`src/rtl/cpu_pkg.sv`:
```
// Shared CPU front-end definitions: datapath widths, fetch constants,
// opcode/funct encodings and the fetch buffer entry layout.
package cpu_pkg;

    localparam int DATA_W     = 32;
    localparam int ADDR_W     = 32;
    localparam int FIFO_DEPTH = 2;

    localparam logic [ADDR_W-1:0] RESET_PC = '0;
    localparam logic [ADDR_W-1:0] PC_STEP  = ADDR_W'(4);

    typedef enum logic [5:0] {
        OP_ALU = 6'd7,
        OP_LW  = 6'd8,
        OP_SW  = 6'd9
    } opcode_e;

    typedef enum logic [5:0] {
        FUNCT_ADD = 6'd32,
        FUNCT_SUB = 6'd34,
        FUNCT_AND = 6'd36,
        FUNCT_OR  = 6'd37,
        FUNCT_MUL = 6'd50
    } funct_e;

    // Opcode 63 is unassigned; decode maps it to a no-write AND on r31.
    localparam logic [DATA_W-1:0] NOP_WORD = {6'h3F, 26'd0};

    // One buffered fetch result: the word and the address it came from.
    typedef struct packed {
        logic [DATA_W-1:0] instr;
        logic [ADDR_W-1:0] pc;
    } fetch_entry_t;

    // Sequential successor of a fetch address; wraps modulo 2^ADDR_W.
    function automatic logic [ADDR_W-1:0] next_pc(input logic [ADDR_W-1:0] pc);
        return pc + PC_STEP;
    endfunction

endpackage

```
`src/rtl/instr_fetch_if.sv`:
```
// Fetch-stage bus bundle: instruction-memory port, redirect input,
// decode-side valid/ready port and the sticky protocol error flag.
interface instr_fetch_if;
    import cpu_pkg::*;

    logic              imem_req;
    logic [ADDR_W-1:0] imem_addr;
    logic              imem_gnt;
    logic              imem_rvalid;
    logic [DATA_W-1:0] imem_rdata;
    logic              redirect_valid;
    logic [ADDR_W-1:0] redirect_pc;
    logic              instr_valid;
    logic [DATA_W-1:0] instr;
    logic [ADDR_W-1:0] instr_pc;
    logic              instr_ready;
    logic              err;

    // Fetch stage side.
    modport master (
        output imem_req, imem_addr,
        input  imem_gnt, imem_rvalid, imem_rdata,
        input  redirect_valid, redirect_pc,
        output instr_valid, instr, instr_pc,
        input  instr_ready,
        output err
    );

    // Memory / decode / branch-unit side.
    modport slave (
        input  imem_req, imem_addr,
        output imem_gnt, imem_rvalid, imem_rdata,
        output redirect_valid, redirect_pc,
        input  instr_valid, instr, instr_pc,
        output instr_ready,
        input  err
    );

endinterface

```
`src/rtl/instr_fetch_fifo.sv`:
```
// Small synchronous FIFO holding fetched {instr, pc} entries.
// Flush empties it in one cycle and overrides any push or pop that cycle.
module fetch_fifo #(
    parameter int DEPTH = 2,
    parameter int W     = 64
) (
    input  logic                   clk,
    input  logic                   rst_n,
    input  logic                   push,
    input  logic [W-1:0]           push_data,
    input  logic                   pop,
    input  logic                   flush,
    output logic [$clog2(DEPTH):0] count,
    output logic [W-1:0]           head
);

    localparam int PW = $clog2(DEPTH);
    localparam int CW = PW + 1;

    logic [W-1:0]  mem [DEPTH];
    logic [PW-1:0] rd_ptr;
    logic [PW-1:0] wr_ptr;

    // Write the incoming entry into the slot at the write pointer.
    // NOTE: storage has no reset; count gates every read, so stale data is never seen.
    always_ff @(posedge clk) begin
        if (push && !flush) begin
            mem[wr_ptr] <= push_data;
        end
    end

    // Pointer and occupancy bookkeeping; flush wins over push/pop.
    // NOTE: non-blocking assignments so every flop samples pre-edge values.
    always_ff @(posedge clk or negedge rst_n) begin
        if (!rst_n) begin
            rd_ptr <= '0;
            wr_ptr <= '0;
            count  <= '0;
        end else if (flush) begin
            rd_ptr <= '0;
            wr_ptr <= '0;
            count  <= '0;
        end else begin
            if (push) wr_ptr <= wr_ptr + PW'(1);
            if (pop)  rd_ptr <= rd_ptr + PW'(1);
            count <= count + CW'(push) - CW'(pop);
        end
    end

    assign head = mem[rd_ptr];

endmodule

```
`src/rtl/instr_fetch.sv`:
```
// Instruction fetch stage: owns the PC, keeps at most one imem request in
// flight, buffers returned words with their PC and hands them to decode.
// A redirect reloads the PC, flushes the buffer and drops any in-flight word.
module instr_fetch
    import cpu_pkg::*;
#(
    parameter logic [ADDR_W-1:0] RESET_PC   = cpu_pkg::RESET_PC,
    parameter int                FIFO_DEPTH = cpu_pkg::FIFO_DEPTH
) (
    input  logic          clk,
    input  logic          rst_n,
    instr_fetch_if.master bus
);

    localparam int CW = $clog2(FIFO_DEPTH) + 1;

    logic [ADDR_W-1:0] pc;
    logic [ADDR_W-1:0] req_pc;
    logic              outstanding;
    logic              discard;
    logic              run;
    logic              err_q;
    logic [CW-1:0]     count;
    fetch_entry_t      head;
    logic              req;
    logic              accept;
    logic              resp;
    logic              push;
    logic              pop;
    logic              valid;

    // run holds requests off until the first clock after reset release,
    // so imem_req reads 0 throughout reset.
    assign req    = run && !outstanding && (count < CW'(FIFO_DEPTH)) && !bus.redirect_valid;
    assign accept = req && bus.imem_gnt;
    assign resp   = bus.imem_rvalid && outstanding;
    assign push   = resp && !discard && !bus.redirect_valid;
    assign valid  = (count != '0);
    assign pop    = valid && bus.instr_ready;

    // PC, in-flight tracking, redirect discard and sticky error flag.
    always_ff @(posedge clk or negedge rst_n) begin
        if (!rst_n) begin
            pc          <= RESET_PC;
            req_pc      <= RESET_PC;
            outstanding <= 1'b0;
            discard     <= 1'b0;
            run         <= 1'b0;
            err_q       <= 1'b0;
        end else begin
            run <= 1'b1;
            if (bus.imem_rvalid && !outstanding) err_q <= 1'b1;

            if (bus.redirect_valid) begin
                pc <= bus.redirect_pc;
            end else if (accept) begin
                pc     <= next_pc(pc);
                req_pc <= pc;
            end

            if (accept)    outstanding <= 1'b1;
            else if (resp) outstanding <= 1'b0;

            // A word still in flight at redirect time belongs to the old path.
            if (bus.redirect_valid) discard <= outstanding && !bus.imem_rvalid;
            else if (resp)          discard <= 1'b0;
        end
    end

    fetch_fifo #(
        .DEPTH (FIFO_DEPTH),
        .W     ($bits(fetch_entry_t))
    ) u_fifo (
        .clk       (clk),
        .rst_n     (rst_n),
        .push      (push),
        .push_data ({bus.imem_rdata, req_pc}),
        .pop       (pop),
        .flush     (bus.redirect_valid),
        .count     (count),
        .head      (head)
    );

    assign bus.imem_req    = req;
    assign bus.imem_addr   = pc;
    assign bus.instr_valid = valid;
    assign bus.instr       = valid ? head.instr : '0;
    assign bus.instr_pc    = valid ? head.pc    : '0;
    assign bus.err         = err_q;

endmodule

```
`src/flat_wrapper.sv`:
```
// flat-port wrapper written by rule: the top's interface ports become plain ports
module instr_fetch_flat import cpu_pkg::*;
#(
    parameter logic [ADDR_W-1:0] RESET_PC   = cpu_pkg::RESET_PC,
    parameter int                FIFO_DEPTH = cpu_pkg::FIFO_DEPTH
)
  (clk, rst_n, bus_imem_req, bus_imem_addr, bus_imem_gnt, bus_imem_rvalid, bus_imem_rdata, bus_redirect_valid, bus_redirect_pc, bus_instr_valid, bus_instr, bus_instr_pc, bus_instr_ready, bus_err);
  instr_fetch_if bus_i ();
  input  logic clk;
  input  logic rst_n;
  output wire logic [$bits(bus_i.imem_req)-1:0] bus_imem_req;
  output wire logic [$bits(bus_i.imem_addr)-1:0] bus_imem_addr;
  input wire logic [$bits(bus_i.imem_gnt)-1:0] bus_imem_gnt;
  input wire logic [$bits(bus_i.imem_rvalid)-1:0] bus_imem_rvalid;
  input wire logic [$bits(bus_i.imem_rdata)-1:0] bus_imem_rdata;
  input wire logic [$bits(bus_i.redirect_valid)-1:0] bus_redirect_valid;
  input wire logic [$bits(bus_i.redirect_pc)-1:0] bus_redirect_pc;
  output wire logic [$bits(bus_i.instr_valid)-1:0] bus_instr_valid;
  output wire logic [$bits(bus_i.instr)-1:0] bus_instr;
  output wire logic [$bits(bus_i.instr_pc)-1:0] bus_instr_pc;
  input wire logic [$bits(bus_i.instr_ready)-1:0] bus_instr_ready;
  output wire logic [$bits(bus_i.err)-1:0] bus_err;
  assign bus_imem_req = bus_i.imem_req;
  assign bus_imem_addr = bus_i.imem_addr;
  assign bus_i.imem_gnt = bus_imem_gnt;
  assign bus_i.imem_rvalid = bus_imem_rvalid;
  assign bus_i.imem_rdata = bus_imem_rdata;
  assign bus_i.redirect_valid = bus_redirect_valid;
  assign bus_i.redirect_pc = bus_redirect_pc;
  assign bus_instr_valid = bus_i.instr_valid;
  assign bus_instr = bus_i.instr;
  assign bus_instr_pc = bus_i.instr_pc;
  assign bus_i.instr_ready = bus_instr_ready;
  assign bus_err = bus_i.err;
  instr_fetch #(.RESET_PC(RESET_PC), .FIFO_DEPTH(FIFO_DEPTH)) u_core (.clk(clk), .rst_n(rst_n), .bus(bus_i));
endmodule
```
`config.mk`:
```
export PLATFORM = sky130hd
export DESIGN_NAME = instr_fetch_flat
export DESIGN_NICKNAME = d
export VERILOG_FILES = /design/src/rtl/cpu_pkg.sv /design/src/rtl/instr_fetch_if.sv /design/src/rtl/instr_fetch_fifo.sv /design/src/rtl/instr_fetch.sv /design/src/flat_wrapper.sv
export SDC_FILE = /design/constraint.sdc
export NUM_CORES = 1
export LEC_CHECK = 0
export ABC_AREA = 1
export CAP_MARGIN = 40
export CORE_MARGIN = 3
export CORE_UTILIZATION = 47
export CTS_CLUSTER_DIAMETER = 200
export DETAILED_ROUTE_END_ITERATION = 10
export PLACE_DENSITY_LB_ADDON = 0.15
export SYNTH_ARGS = -nofsm -noshare
export SYNTH_HDL_FRONTEND = slang
export SYNTH_SLANG_ARGS = --single-unit
```
`constraint.sdc`:
```
create_clock -name clk -period 5.27 [get_ports clk]
set_input_delay 0.7905 -clock clk [delete_from_list [all_inputs] [get_ports clk]]
set_output_delay 0.7905 -clock clk [all_outputs]
set_load 0.05 [all_outputs]
```
* Word level (Yosys, flattened, before mapping)
Memory sizes are Yosys's and may differ from the RTL's. Index checks and enable logic that the tools add are counted.
Operators by class: $add $sub $neg 5, multiply operators 0, divide/modulo/power cells 0, $lt $le $gt $ge 1, equality and inequality tests 0, shift-type cells 0, muxes and demuxes 14, bitwise gates (word level) 1, reduce and logical (&&, ||, !) cells 22
Operators by type and width (number):
- 32-bit two-way mux | 4
- 32-bit by 3-bit adder with 32-bit output (second input constant) | 1
- 2-bit nonzero test | 6
- 1-bit logical AND | 11
- 1-bit two-way mux | 9
- 1-bit zero test | 4
- 1-bit adder (second input constant) | 2
- 2-bit by 1-bit adder with 2-bit output | 1
- 2-bit less-than comparator (second input constant) | 1
- 2-bit two-way mux | 1
- 2-bit AND reduction | 1
- 2-bit by 1-bit subtractor with 2-bit output | 1
- 1-bit inverter | 1
Word-level totals: register bits 72, bits in latches 0, memory bits (writable) 128, memory bits (read-only) 0, output and inout port bits 99, memories kept 1
Memory list:
- u_core.u_fifo.mem | depth 2, width 64, read ports 1, clocked after memory_dff 0, write ports 1, RTL line instr_fetch_fifo.sv:20 | logic [W-1:0] mem [DEPTH];

* Logic depth before layout (Yosys ltp)
Gate-level depths: netlist (run 1).
depth after elaboration 7, depth in mapped cells 9, gate-level depth less buffers 9

* Modules after synthesis
Synthesis (run 1) repeated with hierarchy kept, for this count alone.
Unflattened totals: cell total of the unflattened synthesis 904, area total of the unflattened synthesis 9253.9 µm²
Modules (own cells, without submodules):
- fetch_fifo | times used 1, cells each 226, area an instance 4984.8 µm², seq. area each 3943.8 µm²
- instr_fetch | times used 1, cells each 678, area an instance 4269.1 µm², seq. area each 1701.6 µm²

* Worst setup path after synthesis (run 1)
Ideal clock, no wire load.
kind input port to flip-flop, start input port bus_redirect_valid, end memory u_core.u_fifo.mem[1][0] (enable), setup time 0.565 ns, arrival time 5.518 ns, setup slack -0.813 ns, stages on the path 4, buffers on the path 1, cells stage by stage inv_1 > buf_2 > nand2_1 > nor3_1
On the way: longest elaborated chain between the ends 5
RTL lines:
- start, declared | RTL line flat_wrapper.sv:16 | input wire logic [$bits(bus_i.redirect_valid)-1:0] bus_redirect_valid;
- 1-bit zero test (*) | RTL line instr_fetch_fifo.sv:27, instr_fetch.sv:37
- 1-bit logical AND | RTL line instr_fetch.sv:37 | assign push = resp && !discard && !bus.redirect_valid;
- 1-bit logical AND (*) | RTL line instr_fetch_fifo.sv:27 | if (push && !flush) begin
- 1-bit two-way mux (*) | RTL line instr_fetch_fifo.sv:27
- 1-bit two-way mux (implied by the code) (*) | RTL line instr_fetch_fifo.sv:28 | mem[wr_ptr] <= push_data;
- end, declared | RTL line instr_fetch_fifo.sv:20
Mark *: on every way between the ends. The rest lies on a longest branch, timed or not.

* Worst setup path after layout (run 1)
start input port bus_redirect_valid, end output port bus_imem_req
On the way: longest elaborated chain between the ends 2
RTL lines:
- 1-bit zero test | RTL line instr_fetch.sv:34 | assign req = run && !outstanding && (count < CW'(FIFO_DEPTH)) && !bus.redirect_valid;
- 1-bit logical AND | RTL line instr_fetch.sv:34
- end, declared | RTL line flat_wrapper.sv:11 | output wire logic [$bits(bus_i.imem_req)-1:0] bus_imem_req;
No other way between the ends.

==> flow_summary.ini, run 1 <==
[power]
p_int_w = 0.00314
switching_share_pct = 41.0
p_total_w = 0.00532
seqPwrFrac_pct = 38.2
p_per_area_nw_per_um2 = 481
leakagePower_nw = 4.38
p_comb_share_pct = 39.4
peakVddDrop_v = 0.000341
p_sw_w = 0.00218
clkPwrFrac_pct = 22.4

[sta]
grt_setup_unrepaired = no
skew_ns = 0.0135
drv_slew = 0
finalHoldViolations = 0
report.final.setup_viol = 0
timing.fmax_mhz = 261
period_minus_slack_ns = 3.82
worst_pin_slew_ns = 0.869
relSlewSlack_pct = 42.1
worst_slack_ns = 1.45
setup_tns_ns = 0
post-route-period-util_pct = 72.6

[die]
ios = 169
start_util_pct = 48.9
die-height_um = 141
core_um2 = 17600
die-area_um2 = 20000
fp-row-count = 48
chipWidth_um = 141

[place]
dp_hpwl_um = 12900
place_congestion = 0.945
io_buffer_count = 168
place_ws_ns = 1.45
place_area_um2 = 10500

[cells_and_area]
fin_nets = 1106
stdcell_area_um2 = 11100
antenna_cells = 0
drive_above_1_share_pct = 5.26
area_growth_pct = 28.6

[global_route]
grt_pass1_vias = 6038
grt_max_degree = 67
gr-total-overflow = 0
grt_pass1_wl_um = 31300
grt_antenna_before_repair = 0
track_usage_pct = 19.9

[min_path]
hold_class = in2async

[logic_synthesis]
ys_ff_latch = 200
syn-num-nets = 947
post-synth-top-count-cell = nand2_1
syn_area_um2 = 8600
synth_common_cells = 305 x nand2_1, 128 x edfxtp_1, 72 x dfrtp_1
synth_edf_count = 128
syn_avg_cell_area_um2 = 9.84
synthFlopType = edfxtp_1
synthTopCellsByArea = edfxtp_1 45%, dfrtp_1 21%, nand2_1 13%
synthDistinctLibCells = 33
ys_warn_count = 0
async_flop_share_pct = 36.0
synth_top_cell_area_share_pct = 44.7
syn_inst = 874
yosysTopAreaCell = edfxtp_1
ys_seq_area_share_pct = 65.6

[clock_network]
clock-sinks = 200
tritoncts = yes
htreeDepth = 4
ctsHoldBuffers = 0
clk_path_buf_depth = 2
cts_setup_buffers = 0
cts_root_buf = clkbuf_16
cts_resized = 0
cts_inserted_buffers = 17
clkLatencyLatePin_ns = 0.43
clk_pin_slew_worst_paths_ns = 0.07

[route]
drc = 0
dr.pass1.iters = 6
route.vias.total = 6389
wl_met1_um = 8920
route.met2.wl_um = 8760
routed_wl_um = 19300
wl_per_cell_um = 15.2
detailedRoute.firstIterationViolations = 510
vias_per_cell = 5.03
route.met3.wl_um = 1360
top_layer = met4
antenna_left = 0

[worst_setup_path]
cp.required_ns = 4.48
cp.arrival_ns = 3.03
startpoint = bus_redirect_valid
r2r_start = u_core.u_fifo.count[1]
crit_type = in2out
critPathMaxFanout = 24
endpoint_kind = primary output
startpoint_type = primary input

[run]
cap_violations = 0

[run_status]
status = finished clean
routing by layer:
metal | track usage, % | vias to the layer above
li1 | - | 3211
met1 | 29.2 | 2920
met2 | 30.0 | 237
met3 | 4.04 | 21
met4 | 6.43 | 0
met5 | 0 | -
power by group through the flow:
stage / Clock (W) / Combinational [W] / Sequential (W)
final: 0.00119 / 0.00210 / 0.00203
after global routing: 0.00129 / 0.00225 / 0.00206
after CTS: 0.00122 / 0.00212 / 0.00203
after detailed placement: 0 / 0.00211 / 0.00207
after global placement: 0 / 0.00207 / 0.00206
after floorplan: 0 / 0.00129 / 0.00213
metrics by stage:
step           utilization, %  instances  hold WS (ns)
4_1_cts                  62.9       1271         0.440
3_3_place_gp             59.4       1236         0.448
5_1_grt                  62.9       1271         0.479
2_1_floorplan               -        874         0.442
3_5_place_dp             59.8       1239         0.444
6_report                 62.9       1271         0.431
area by class of cell:
type,count,area (um2)
clock buffers,17,425
clock inverters,15,118
fillers,1507,6530
inverters,61,229
multi-input cells,575,2570
flip-flops and latches,200,5650
well taps,225,282
repair buffers,178,1800
sequential cells by signal (all words and copies together), names as in the netlist:
signal and cells:
u_core.run 1, u_core.req_pc 32, u_core.bus.imem_addr 32, u_core.u_fifo.rd_ptr 1, u_core.u_fifo.mem 128, u_core.u_fifo.wr_ptr 1, u_core.bus.err 1, u_core.outstanding 1
u_core.discard 1, u_core.u_fifo.count 2
cells in the final DEF, fill, tap and decap left out, drive strengths merged, types with 3 or more instances in the layout:
cell	netlist	routed
inv	61	67
clkbuf	11	17
nand3	36	36
clkinv	0	6
nand2	308	308
xor2	5	5
buf	27	11
edfxtp	128	128
clkdlybuf4s50	0	167
nor2	73	73
dfrtp	72	72
nand3b	11	11
o21ai	56	56
a21oi	67	67
ha	3	3
o211ai	6	6
clkinvlp	0	3
worst max-delay path: stages:
cell,delay (ns)
clkdlybuf4s50_1,0.86
nor2_1,0.42
nand2_1,0.09
inv_1,0.07
clkdlybuf4s50_1,0.79
final timing paths:
check	to	depth (start not counted)	slack (ns)
worst min-delay path	u_core.bus.imem_addr[2]	1	0.43
max in group asynchronous	u_core.req_pc[23]	2	3.82
min in group clk	u_core.bus.err	1	0.47
worst max register to register	u_core.bus.imem_addr[24]	6	2.95
worst min register to register	u_core.bus.err	1	0.47
worst max-delay path	bus_imem_req	5	1.45
logic make-up (layout without fill, tap and decap cells):
logic type / Yosys count / in the layout / share of synthesized area [%]
AOI/OAI and AO/OA: 133 / 133 / 8.01
xor gates and xnor gates: 6 / 6 / 0.611
adders and majority gates: 3 / 3 / 0.436
buffers and inverters: 99 / 271 / 4.90
DFF: 200 / 200 / 65.6
other: 1 / 1 / 0.0436
and+or+nand+nor: 432 / 432 / 20.4
No activity file was read; power rests on OpenSTA's default activity.
==> run 2, diff against run 1 <==
- CORE_UTILIZATION: 47 -> 52
- clock period: 5.27 -> 3.55 ns (I/O delays scaled with it)
==> flow_summary.ini, run 2 (same netlist as run 1, synthesis figures left out) <==
[sta]
period_minus_slack_ns = 3.07
finalHoldViolations = 0
drv_slew = 0
relSlewSlack_pct = 52.7
report.final.setup_viol = 0
post-route-period-util_pct = 86.5
skew_ns = 0.00851
grt_setup_unrepaired = no
timing.fmax_mhz = 326
setup_tns_ns = 0
worst_pin_slew_ns = 0.710

[worst_setup_path]
cp_top_family = buffers and inverters
startpoint_type = register
endpoint_kind = primary output
max_stage_delay_ns = 0.83
crit_chain = buf_4, nand2_1, a21oi_1, clkdlybuf4s50_1
crit_type = reg2out
cp.required_ns = 3.02
cp.arrival_ns = 2.54
critPathMaxFanout = 66
critPathSlowestCell = clkdlybuf4s50_1
crit_buf_inv = 2

[route]
routed_wl_um = 19200
wl_per_cell_um = 15.2
antenna_left = 0
detailedRoute.firstIterationViolations = 453
route.vias.total = 6434
vias_per_cell = 5.09
dr.pass1.iters = 5
drc = 0

[cells_and_area]
fin_nets = 1107
drive_above_1_share_pct = 7.35
final_common_cell = nand2_1
final_cell_mix = 305 x nand2_1, 138 x clkdlybuf4s50_1, 128 x edfxtp_1, 71 x dfrtp_1, 68 x nor2_1
largest_register = u_core.u_fifo.mem
area_growth_pct = 28.6
largest_reg_flops = 128
utilization_pct = 68.9
stdcell_area_um2 = 11100
fillers = 1207
antenna_cells = 0

[power]
p_sw_w = 0.00315
clkPwrFrac_pct = 23.6
p_int_w = 0.00480
peakVddDrop_v = 0.000419
p_comb_share_pct = 38.4
p_total_w = 0.00795
p_per_area_nw_per_um2 = 719
seqPwrFrac_pct = 38.0
leakagePower_nw = 4.45
switching_share_pct = 39.6

[global_route]
gr-total-overflow = 0
track_usage_pct = 21.9
grt_antenna_before_repair = 0
grt_pass1_wl_um = 31000
grt_max_degree = 80
grt_pass1_vias = 5973

[min_path]
hold_class = in2async

[clock_network]
clk_path_buf_depth = 2
clock-sinks = 200
htreeDepth = 4
cts_resized = 0
cts_root_buf = clkbuf_16
tritoncts = yes
clkLatencyLatePin_ns = 0.43
cts_setup_buffers = 0
ctsHoldBuffers = 0
clk_pin_slew_worst_paths_ns = 0.07
cts_inserted_buffers = 17

[place]
place_congestion = 0.833
io_buffer_count = 168
dp_hpwl_um = 12600
place_area_um2 = 10500

[die]
start_util_pct = 53.6
core_um2 = 16100
fp-row-count = 46
die-height_um = 135
chipWidth_um = 135
ios = 169
die-area_um2 = 18100

[run_status]
status = finished clean

[run]
cap_violations = 0
run 2: layer usage:
layer	track usage (%)	routed length [um]
met2	33.5	8700
met1	32.0	8960
met5	0	0
met4	6.50	303
met3	4.84	1270
run 2: through the flow:
stage | std cells | setup slack [ns] | hold slack [ns]
5_1_grt | 1263 | 0.271 | 0.00959
6_report | 1263 | 0.479 | 0.00403
3_3_place_gp | 1230 | 0.960 | 0.441
4_1_cts | 1263 | 0.458 | 0.00199
3_5_place_dp | 1231 | 0.934 | 0.452
2_1_floorplan | 874 | 0.539 | 0.237
run 2: power by group through the flow:
stage / Clock, W / Sequential [W] / Combinational [W]
after global routing: 0.00202 / 0.00305 / 0.00327
after detailed placement: 0 / 0.00306 / 0.00307
after global placement: 0 / 0.00304 / 0.00304
after floorplan: 0 / 0.00316 / 0.00191
after CTS: 0.00191 / 0.00302 / 0.00309
final: 0.00188 / 0.00302 / 0.00305
run 2: final timing paths:
| path | startpoint | end | slack (ns) | cells after the start |
|---|---|---|---|---|
| max | u_core.u_fifo.rd_ptr | bus_instr[4] | 0.48 | 4 |
| min in group clk | u_core.req_pc[16] | u_core.u_fifo.mem[0][16] | 0.47 | 0 |
| min | rst_n | u_core.bus.imem_addr[26] | 0.004 | 1 |
| max in group asynchronous | rst_n | u_core.u_fifo.rd_ptr | 2.96 | 2 |
| min reg2reg | u_core.req_pc[16] | u_core.u_fifo.mem[0][16] | 0.47 | 0 |
| max reg2reg | u_core.u_fifo.count[1] | u_core.u_fifo.count[1] | 1.48 | 8 |
run 2: area by class of cell:
cell class / count / area [um2] / share of cell area (%)
sequential: 200 / 5650 / 51.1
multi-input combinational: 575 / 2570 / 23.2
timing repair buffer: 179 / 1770 / 16.0
clock buffer: 23 / 448 / 4.05
tap: 216 / 270 / 2.44
inverter: 61 / 229 / 2.07
clock inverter: 9 / 125 / 1.13
